<file path="src/rtl/fw_hazard_if.sv">
// Handshake bundle between the pipeline control and fw_hazard_unit.
// HAZ_PERF_CNT_EN adds the stall/flush performance counter outputs.
interface fw_hazard_if #(
  parameter int unsigned AW   = 5,
  parameter int unsigned NSRC = 2
);
  logic [NSRC*AW-1:0] ex_src;
  logic [NSRC*AW-1:0] id_src;
  logic [NSRC-1:0]    id_src_valid;
  logic               memread_ex;
  logic [AW-1:0]      rd_ex;
  logic               regwrite_mem;
  logic [AW-1:0]      rd_mem;
  logic               regwrite_wb;
  logic [AW-1:0]      rd_wb;
  logic               md_start;
  logic               id_md_use;
  logic               branch_taken;
  logic [2*NSRC-1:0]  forward;
  logic               stall;
  logic               bubble_ex;
  logic               flush_id;
  logic               md_busy;
`ifdef HAZ_PERF_CNT_EN
  logic [31:0]        stall_cnt;
  logic [31:0]        flush_cnt;
`endif

  modport master (
    output ex_src, id_src, id_src_valid, memread_ex, rd_ex,
           regwrite_mem, rd_mem, regwrite_wb, rd_wb,
           md_start, id_md_use, branch_taken,
`ifdef HAZ_PERF_CNT_EN
    input  stall_cnt, flush_cnt,
`endif
    input  forward, stall, bubble_ex, flush_id, md_busy
  );

  modport slave (
    input  ex_src, id_src, id_src_valid, memread_ex, rd_ex,
           regwrite_mem, rd_mem, regwrite_wb, rd_wb,
           md_start, id_md_use, branch_taken,
`ifdef HAZ_PERF_CNT_EN
    output stall_cnt, flush_cnt,
`endif
    output forward, stall, bubble_ex, flush_id, md_busy
  );
endinterface

</file>
<file path="src/rtl/fw_hazard_unit.sv">
// Forwarding, load-use / mult-div hazard and branch flush control for the 5-stage core.
// Optional stall/flush performance counters under HAZ_PERF_CNT_EN.
module fw_hazard_unit #(
  parameter int unsigned AW     = 5,
  parameter int unsigned NSRC   = 2,
  parameter int unsigned MD_LAT = 4
) (
  input logic        clk,
  input logic        reset,
  fw_hazard_if.slave hz
);
  localparam int unsigned CW = $clog2(MD_LAT + 1);

  typedef enum logic {MD_IDLE, MD_BUSY} md_state_e;

  md_state_e         state_q, state_d;
  logic [CW-1:0]     cnt_q, cnt_d;
  logic [2*NSRC-1:0] fwd;
  logic              lu, md_busy, md_hazard, md_accept;
  logic              stall_c, bubble_c, flush_c;

  always_comb begin
    fwd = '0;
    for (int unsigned i = 0; i < NSRC; i++) begin
      if (hz.regwrite_mem && hz.rd_mem == hz.ex_src[i*AW +: AW] && hz.rd_mem != '0)
        fwd[2*i +: 2] = 2'd1;
      else if (hz.regwrite_wb && hz.rd_wb == hz.ex_src[i*AW +: AW] && hz.rd_wb != '0)
        fwd[2*i +: 2] = 2'd2;
    end
    if (reset) fwd = '0;
  end

  always_comb begin
    lu = 1'b0;
    for (int unsigned i = 0; i < NSRC; i++)
      if (hz.id_src_valid[i] && hz.id_src[i*AW +: AW] == hz.rd_ex) lu = 1'b1;
    lu = lu && hz.memread_ex && hz.rd_ex != '0;
  end

  assign md_busy   = (state_q == MD_BUSY);
  assign md_hazard = hz.id_md_use && md_busy;

  // A taken branch discards the ID instruction, so its hazards never stall.
  always_comb begin
    stall_c  = 1'b0;
    bubble_c = 1'b0;
    flush_c  = 1'b0;
    if (!reset) begin
      if (hz.branch_taken) begin
        flush_c  = 1'b1;
        bubble_c = 1'b1;
      end else if (lu || md_hazard) begin
        stall_c  = 1'b1;
        bubble_c = 1'b1;
      end
    end
  end

  assign md_accept = hz.md_start && !stall_c && !hz.branch_taken && !reset;

  always_comb begin
    state_d = state_q;
    cnt_d   = cnt_q;
    case (state_q)
      MD_IDLE: if (md_accept) begin
        state_d = MD_BUSY;
        cnt_d   = CW'(MD_LAT - 1);
      end
      MD_BUSY: if (cnt_q == '0) state_d = MD_IDLE;
               else             cnt_d   = cnt_q - CW'(1);
      default: state_d = MD_IDLE;
    endcase
  end

  always_ff @(posedge clk) begin
    if (reset) begin
      state_q <= MD_IDLE;
      cnt_q   <= '0;
    end else begin
      state_q <= state_d;
      cnt_q   <= cnt_d;
    end
  end

  assign hz.forward   = fwd;
  assign hz.stall     = stall_c;
  assign hz.bubble_ex = bubble_c;
  assign hz.flush_id  = flush_c;
  assign hz.md_busy   = md_busy;

`ifdef HAZ_PERF_CNT_EN
  logic [31:0] stall_cnt_q, stall_cnt_d, flush_cnt_q, flush_cnt_d;

  always_comb begin
    stall_cnt_d = stall_c ? stall_cnt_q + 32'd1 : stall_cnt_q;
    flush_cnt_d = flush_c ? flush_cnt_q + 32'd1 : flush_cnt_q;
  end

  always_ff @(posedge clk) begin
    if (reset) begin
      stall_cnt_q <= '0;
      flush_cnt_q <= '0;
    end else begin
      stall_cnt_q <= stall_cnt_d;
      flush_cnt_q <= flush_cnt_d;
    end
  end

  assign hz.stall_cnt = stall_cnt_q;
  assign hz.flush_cnt = flush_cnt_q;
`endif
endmodule

</file>
<file path="src/flat_wrapper.sv">
// flat-port wrapper written by rule: the top's interface ports become plain ports
module fw_hazard_unit_flat 
#(
  parameter int unsigned AW     = 5,
  parameter int unsigned NSRC   = 2,
  parameter int unsigned MD_LAT = 4
)
  (clk, reset, hz_ex_src, hz_id_src, hz_id_src_valid, hz_memread_ex, hz_rd_ex, hz_regwrite_mem, hz_rd_mem, hz_regwrite_wb, hz_rd_wb, hz_md_start, hz_id_md_use, hz_branch_taken, hz_forward, hz_stall, hz_bubble_ex, hz_flush_id, hz_md_busy);
  fw_hazard_if #(.AW(AW), .NSRC(NSRC)) hz_i ();
  input logic clk;
  input logic reset;
  input wire logic [$bits(hz_i.ex_src)-1:0] hz_ex_src;
  input wire logic [$bits(hz_i.id_src)-1:0] hz_id_src;
  input wire logic [$bits(hz_i.id_src_valid)-1:0] hz_id_src_valid;
  input wire logic [$bits(hz_i.memread_ex)-1:0] hz_memread_ex;
  input wire logic [$bits(hz_i.rd_ex)-1:0] hz_rd_ex;
  input wire logic [$bits(hz_i.regwrite_mem)-1:0] hz_regwrite_mem;
  input wire logic [$bits(hz_i.rd_mem)-1:0] hz_rd_mem;
  input wire logic [$bits(hz_i.regwrite_wb)-1:0] hz_regwrite_wb;
  input wire logic [$bits(hz_i.rd_wb)-1:0] hz_rd_wb;
  input wire logic [$bits(hz_i.md_start)-1:0] hz_md_start;
  input wire logic [$bits(hz_i.id_md_use)-1:0] hz_id_md_use;
  input wire logic [$bits(hz_i.branch_taken)-1:0] hz_branch_taken;
  output wire logic [$bits(hz_i.forward)-1:0] hz_forward;
  output wire logic [$bits(hz_i.stall)-1:0] hz_stall;
  output wire logic [$bits(hz_i.bubble_ex)-1:0] hz_bubble_ex;
  output wire logic [$bits(hz_i.flush_id)-1:0] hz_flush_id;
  output wire logic [$bits(hz_i.md_busy)-1:0] hz_md_busy;
  assign hz_i.ex_src = hz_ex_src;
  assign hz_i.id_src = hz_id_src;
  assign hz_i.id_src_valid = hz_id_src_valid;
  assign hz_i.memread_ex = hz_memread_ex;
  assign hz_i.rd_ex = hz_rd_ex;
  assign hz_i.regwrite_mem = hz_regwrite_mem;
  assign hz_i.rd_mem = hz_rd_mem;
  assign hz_i.regwrite_wb = hz_regwrite_wb;
  assign hz_i.rd_wb = hz_rd_wb;
  assign hz_i.md_start = hz_md_start;
  assign hz_i.id_md_use = hz_id_md_use;
  assign hz_i.branch_taken = hz_branch_taken;
  assign hz_forward = hz_i.forward;
  assign hz_stall = hz_i.stall;
  assign hz_bubble_ex = hz_i.bubble_ex;
  assign hz_flush_id = hz_i.flush_id;
  assign hz_md_busy = hz_i.md_busy;
  fw_hazard_unit #(.AW(AW), .NSRC(NSRC), .MD_LAT(MD_LAT)) u_core (.clk(clk), .reset(reset), .hz(hz_i));
endmodule
</file>
<file path="config.mk">
export PLATFORM = sky130hd
export DESIGN_NAME = fw_hazard_unit_flat
export DESIGN_NICKNAME = d
export VERILOG_FILES = /design/src/rtl/fw_hazard_if.sv /design/src/rtl/fw_hazard_unit.sv /design/src/flat_wrapper.sv
export SDC_FILE = /design/constraint.sdc
export NUM_CORES = 1
export LEC_CHECK = 0
export BUFFER_PORTS_ARGS = -buffer_cell sky130_fd_sc_hd__buf_4
export CAP_MARGIN = 20
export CORE_MARGIN = 2
export CORE_UTILIZATION = 31
export DETAILED_ROUTE_END_ITERATION = 10
export GPL_TIMING_DRIVEN = 1
export PLACE_DENSITY_LB_ADDON = 0.15
export SKIP_CTS_REPAIR_TIMING = 1
export SLEW_MARGIN = 20
export SYNTH_ARGS = -nofsm -noshare
export SYNTH_HDL_FRONTEND = slang
export SYNTH_SLANG_ARGS = --single-unit
</file>
<file path="constraint.sdc">
create_clock -name clk -period 2.5 [get_ports clk]
set_input_delay 0.25 -clock clk [delete_from_list [all_inputs] [get_ports clk]]
set_output_delay 0.25 -clock clk [all_outputs]
set_load 0.02 [all_outputs]
</file>
==> flow_summary.toml, run 1 <==
[final_layout]
final_cell_mix = "buf_4, xnor2_1, xor2_1"
syn2layout_area_growth_pct = 64.9
stdcell_count = 168
final_common_cell = "buf_4"
layout-drive-gt1-share_pct = 42.6
num-nets-final = 190
final_util_pct = 55.5
antenna_cells = 0

[clocking]
clock_path_buffers = 2
cts_root_buf = "clkbuf_4"
htree_levels = 1
numCtsBuffers = 3
cts_tree = "yes"
path_clk_slew_ns = 0.04
clkLatencyLatePin_ns = 0.24
clkSinkCount = 4

[setup_path]
r2r_slack_ns = 0.75
cp-start-kind = "input port"
crit_path_max_fanout = 4
worstReg2RegStart = "u_core.cnt_q[0]$_SDFFE_PP0P_"
cp.arrival_ns = 1.62
worstPathRequired_ns = 2.25
end_kind = "output port"
startpoint = "hz_rd_mem[2]"
setup.worst_path.class = "input port to output port"

[sta]
tightestPinTransition_ns = 0.449
setup_violations = 0
slew_violations = 0
hold_ws_ns = 0.314
setup-tns-final_ns = 0
period_minus_slack_ns = 1.87
grt_setup_unrepaired = "no"
finalHoldViolCount = 0
finClkSkew_ns = 0.00490
slew_headroom_pct = 70.0
fin_crit_sh_pct = 74.8
clock.fmax_mhz = 535

[floorplan]
chipWidth_um = 50.9
rows = 16
ios = 53
core-area_um2 = 2020
initial_core_util_pct = 33.7
dieHeight_um = 50.9
die_area_um2 = 2590

[yosys]
netlist_instances = 87
async_flop_share_pct = 0
synth.distinct_cells = 28
synthAdderAreaFrac_pct = 3.68
avgSynthCellArea_um2 = 7.82
synth_area_um2 = 681
synth_top_family_by_area = "XOR/XNOR gates"
synth_nets = 134
ys_ff_latch = 4
yosysSeqAreaShare_pct = 11.8
synth_edf_count = 0
yosysWarnings = 0
synthXorXnorAreaFrac_pct = 38.6
synth_compound_area_share_pct = 18.8
ys.flop_type = "dfxtp_1"
synth_simple_gate_area_share_pct = 23.7
synth_mux_area_share_pct = 0

[global_route]
antenna_found_initial = 0
overflow = 0
track_usage_pct = 16.8
grt_pass1_wl_um = 3410
grt_max_degree = 12
grt_pass1_vias = 801

[power]
finalPower_uw = 313
p_leak_nw = 0.461
ir_worst_vdd_mv = 0.157
powerDensity_nw_per_um2 = 279

[placed_design]
portBuffers = 52
hpwl_um = 1800
dp_cells = 165
gp_congestion = 0.821

[detailed_routing]
routedWlPerCell_um = 11.9
ant_nets = 0
drt_wl_total_um = 1990
firstDrtPassIters = 4
first_iter_violations = 10
post_drt_via_cell_ratio = 5.04
vias = 846
drc = 0

[hold_path]
hp-start = "reset"
min_path_type = "input port to register"

[flow_run]
cap_violations = 0

[status]
status = "completed"
[cell families after synthesis]
group | after synthesis
AND/OR/NAND/NOR | 27
buffers and inverters | 6
XOR/XNOR | 30
adder cells (fa/ha/maj) | 2
flip-flops | 4
AO/OA/AOI/OAI | 18
[registers in the layout, indices dropped and copies added (netlist names)]
signal	flops
u_core.hz.md_busy	1
u_core.cnt_q	3
[critical path, cell delays in order]
cell and delay [ns]:
buf_4 0.13, or4_1 0.53, o21ai_2 0.20, nor3_2 0.07
nor4_2 0.25, buf_4 0.18
[layer usage]
layer	part of all wire (%)	vias up	track usage [%]	wire length (µm)
li1	-	428	-	-
met1	45	379	22.9	888
met2	46	35	26.1	924
met3	7.9	4	3.22	157
met4	1.2	0	6.76	23
met5	0	-	0	0
[cell usage after synthesis (2+ instances only)]
cell | n | share of area [%]
a21oi_1 | 4 | 2.9
dfxtp_1 | 4 | 12
ha_1 | 2 | 3.7
inv_1 | 5 | 2.8
nand2_1 | 4 | 2.2
nand3_1 | 4 | 2.9
nand4_1 | 2 | 1.8
nor2b_1 | 2 | 1.8
nor3_1 | 5 | 3.7
nor4_1 | 2 | 1.8
o21ai_0 | 2 | 1.5
o21ai_2 | 2 | 2.6
o22ai_1 | 2 | 1.8
or4_1 | 5 | 5.5
xnor2_1 | 22 | 28
xor2_1 | 8 | 10
[per-stage QoR]
| stage | cell area, µm² | worst slack, ns |
|---|---|---|
| final | 1120 | 0.630 |
| after CTS | 1120 | 0.621 |
| after detailed placement | 1100 | 0.627 |
| after global routing | 1120 | 0.501 |
| after global placement | 1100 | 0.628 |
| after floorplan | 681 | 0.691 |
[worst paths after layout]
check | end | cells after the start
hold / removal | u_core.cnt_q[2]$_SDFFE_PP0P_ | 2
hold reg to reg | u_core.cnt_q[1]$_SDFFE_PP0P_ | 2
setup / recovery | hz_forward[1] | 6
setup reg to reg | u_core.cnt_q[2]$_SDFFE_PP0P_ | 7
[power by group]
part	internal, mW	switching [mW]	total [mW]
Combinational	0.0923	0.0704	0.163
Clock	0.0537	0.0266	0.0803
Sequential	0.0673	0.00246	0.0697
Total	0.213	0.0995	0.313
[final cells by class]
cell class / count / area (µm²)
inverters: 5 / 18.8
fillers: 212 / 900
repair buffers: 52 / 390
flip-flops and latches: 4 / 80.1
clock buffers: 3 / 22.5
well taps: 27 / 33.8
multi-input cells: 77 / 577
No activity file was read; power rests on OpenSTA's default activity.
==> run 2, diff against run 1 <==
clock period = 1.68 ns   (was 2.5 ns; I/O delays follow)
==> flow_summary.toml, run 2 (synthesis gave the netlist of run 1 again) <==
[clocking]
clock_path_buffers = 2
clkSinkCount = 4
cts_root_buf = "clkbuf_4"
numCtsBuffers = 3
cts_tree = "yes"
clkLatencyLatePin_ns = 0.23
path_clk_slew_ns = 0.04
htree_levels = 1

[setup_path]
cp.arrival_ns = 1.46
endpoint = "hz_forward[1]"
cp_slowest_stage_delay_ns = 0.52
end_kind = "output port"
worstReg2RegStart = "u_core.cnt_q[0]$_SDFFE_PP0P_"
setup.worst_path.class = "input port to output port"
r2r_slack_ns = 0.17
cpMostUsedCell = "buf_4"
cp_cell_sequence = "buf_4 > or4_4 > o21ai_2 > buf_4 > nor3_2 > nor4_2 > buf_4"
worstPathRequired_ns = 1.51
cp_slowest_cell = "or4_4"
r2r-end = "u_core.cnt_q[2]$_SDFFE_PP0P_"
r2r_cells = 7
startpoint = "hz_rd_mem[2]"
crit_path_max_fanout = 2
cp-start-kind = "input port"

[final_layout]
syn2layout_area_growth_pct = 73.2
top_register = "u_core.cnt_q"
num-nets-final = 196
stdcell_count = 174
n_fill_cell = 190
final_common_cell = "buf_4"
multiInputGateArea_um2 = 588
register_area_um2 = 80.1
antenna_cells = 0
layout-drive-gt1-share_pct = 46.3
final_cell_mix = "buf_4, xnor2_1, xor2_1, inv_1, nor3_1"
largest_reg_flops = 3

[detailed_routing]
drt_wl_total_um = 2050
first_iter_violations = 6
firstDrtPassIters = 4
routedWlPerCell_um = 11.8
ant_nets = 0
vias = 868
drc = 0
post_drt_via_cell_ratio = 4.99

[power]
ir_worst_vdd_mv = 0.332
p_sw_uw = 149
powerDensity_nw_per_um2 = 403
switching_share_pct = 31.3
p_leak_nw = 0.497
seqPwrFrac_pct = 21.8
finalPower_uw = 475
internal_power_uw = 326
p_comb_share_pct = 53.5
power_frac_clock_pct = 24.7

[global_route]
grt_pass1_wl_um = 3150
overflow = 0
grt_max_degree = 11
track_usage_pct = 15.7
antenna_found_initial = 0
grt_pass1_vias = 799

[floorplan]
initial_core_util_pct = 33.7
ios = 53
die_area_um2 = 2590
dieHeight_um = 50.9
core-area_um2 = 2020
rows = 16
chipWidth_um = 50.9

[status]
status = "completed"

[sta]
hold_ws_ns = 0.222
period_minus_slack_ns = 1.63
slew_violations = 0
slew_headroom_pct = 80.6
finalWorstSetupSlack_ns = 0.0479
setup-tns-final_ns = 0
fin_crit_sh_pct = 97.2
clock.fmax_mhz = 613
setup_violations = 0
tightestPinTransition_ns = 0.292
finalHoldViolCount = 0
grt_setup_unrepaired = "no"
finClkSkew_ns = 0.000380

[placed_design]
portBuffers = 52
hpwl_um = 1830
dp_slack_ns = -0.00413
dp_cells = 170
gp_congestion = 0.807

[flow_run]
cap_violations = 0

[hold_path]
holdPathStages = 3
min_path_type = "input port to register"
-- run 2: cell count changes in the layout (fill, tap and decap cells not counted) --
cell	delta
buf_4	+6
or4_1	-1
or4_4	+1
o41ai_2	+1
o41ai_1	-1
-- run 2: routing by layer --
layer / global-route usage (%) / vias to the layer above / wire length [µm]
li1: - / 440 / -
met1: 20.0 / 389 / 871
met2: 26.8 / 37 / 1000
met3: 1.75 / 2 / 156
met4: 6.76 / 0 / 19
met5: 0 / - / 0
-- run 2: layout make-up --
type	instances	share of cell area, %
multi-input cells	77	49.9
well taps	27	2.87
inverters	5	1.59
clock buffers	3	1.91
repair buffers	58	36.9
flip-flops and latches	4	6.79
-- run 2: how the worst min path moves through the flow --
stage,from,end
final,reset,u_core.hz.md_busy$_SDFF_PP0_
after global placement,reset,u_core.hz.md_busy$_SDFF_PP0_
after detailed placement,reset,u_core.hz.md_busy$_SDFF_PP0_
after global routing,reset,u_core.hz.md_busy$_SDFF_PP0_
after floorplan,reset,u_core.hz.md_busy$_SDFF_PP0_
after CTS,reset,u_core.hz.md_busy$_SDFF_PP0_
-- run 2: power groups by stage --
stage / registers (mW) / clock network, mW / logic (mW)
after floorplan: 0.105 / 0 / 0.113
after global placement: 0.105 / 0 / 0.246
after detailed placement: 0.105 / 0 / 0.251
after CTS: 0.104 / 0.124 / 0.251
after global routing: 0.104 / 0.133 / 0.277
final: 0.104 / 0.117 / 0.254
-- run 2: through the flow --
| stage | util [%] | cell area (µm²) |
|---|---|---|
| after floorplan | - | 681 |
| after global placement | 56.3 | 1140 |
| after detailed placement | 56.3 | 1140 |
| after CTS | 57.4 | 1160 |
| after global routing | 58.3 | 1180 |
| final | 58.3 | 1180 |
-- run 2: worst max-delay path: cells and delay by family --
kind                   cells  cell delay [ns]
buffers and inverters      3             0.43
AO/OA/AOI/OAI              1             0.17
AND/OR/NAND/NOR            3             0.70
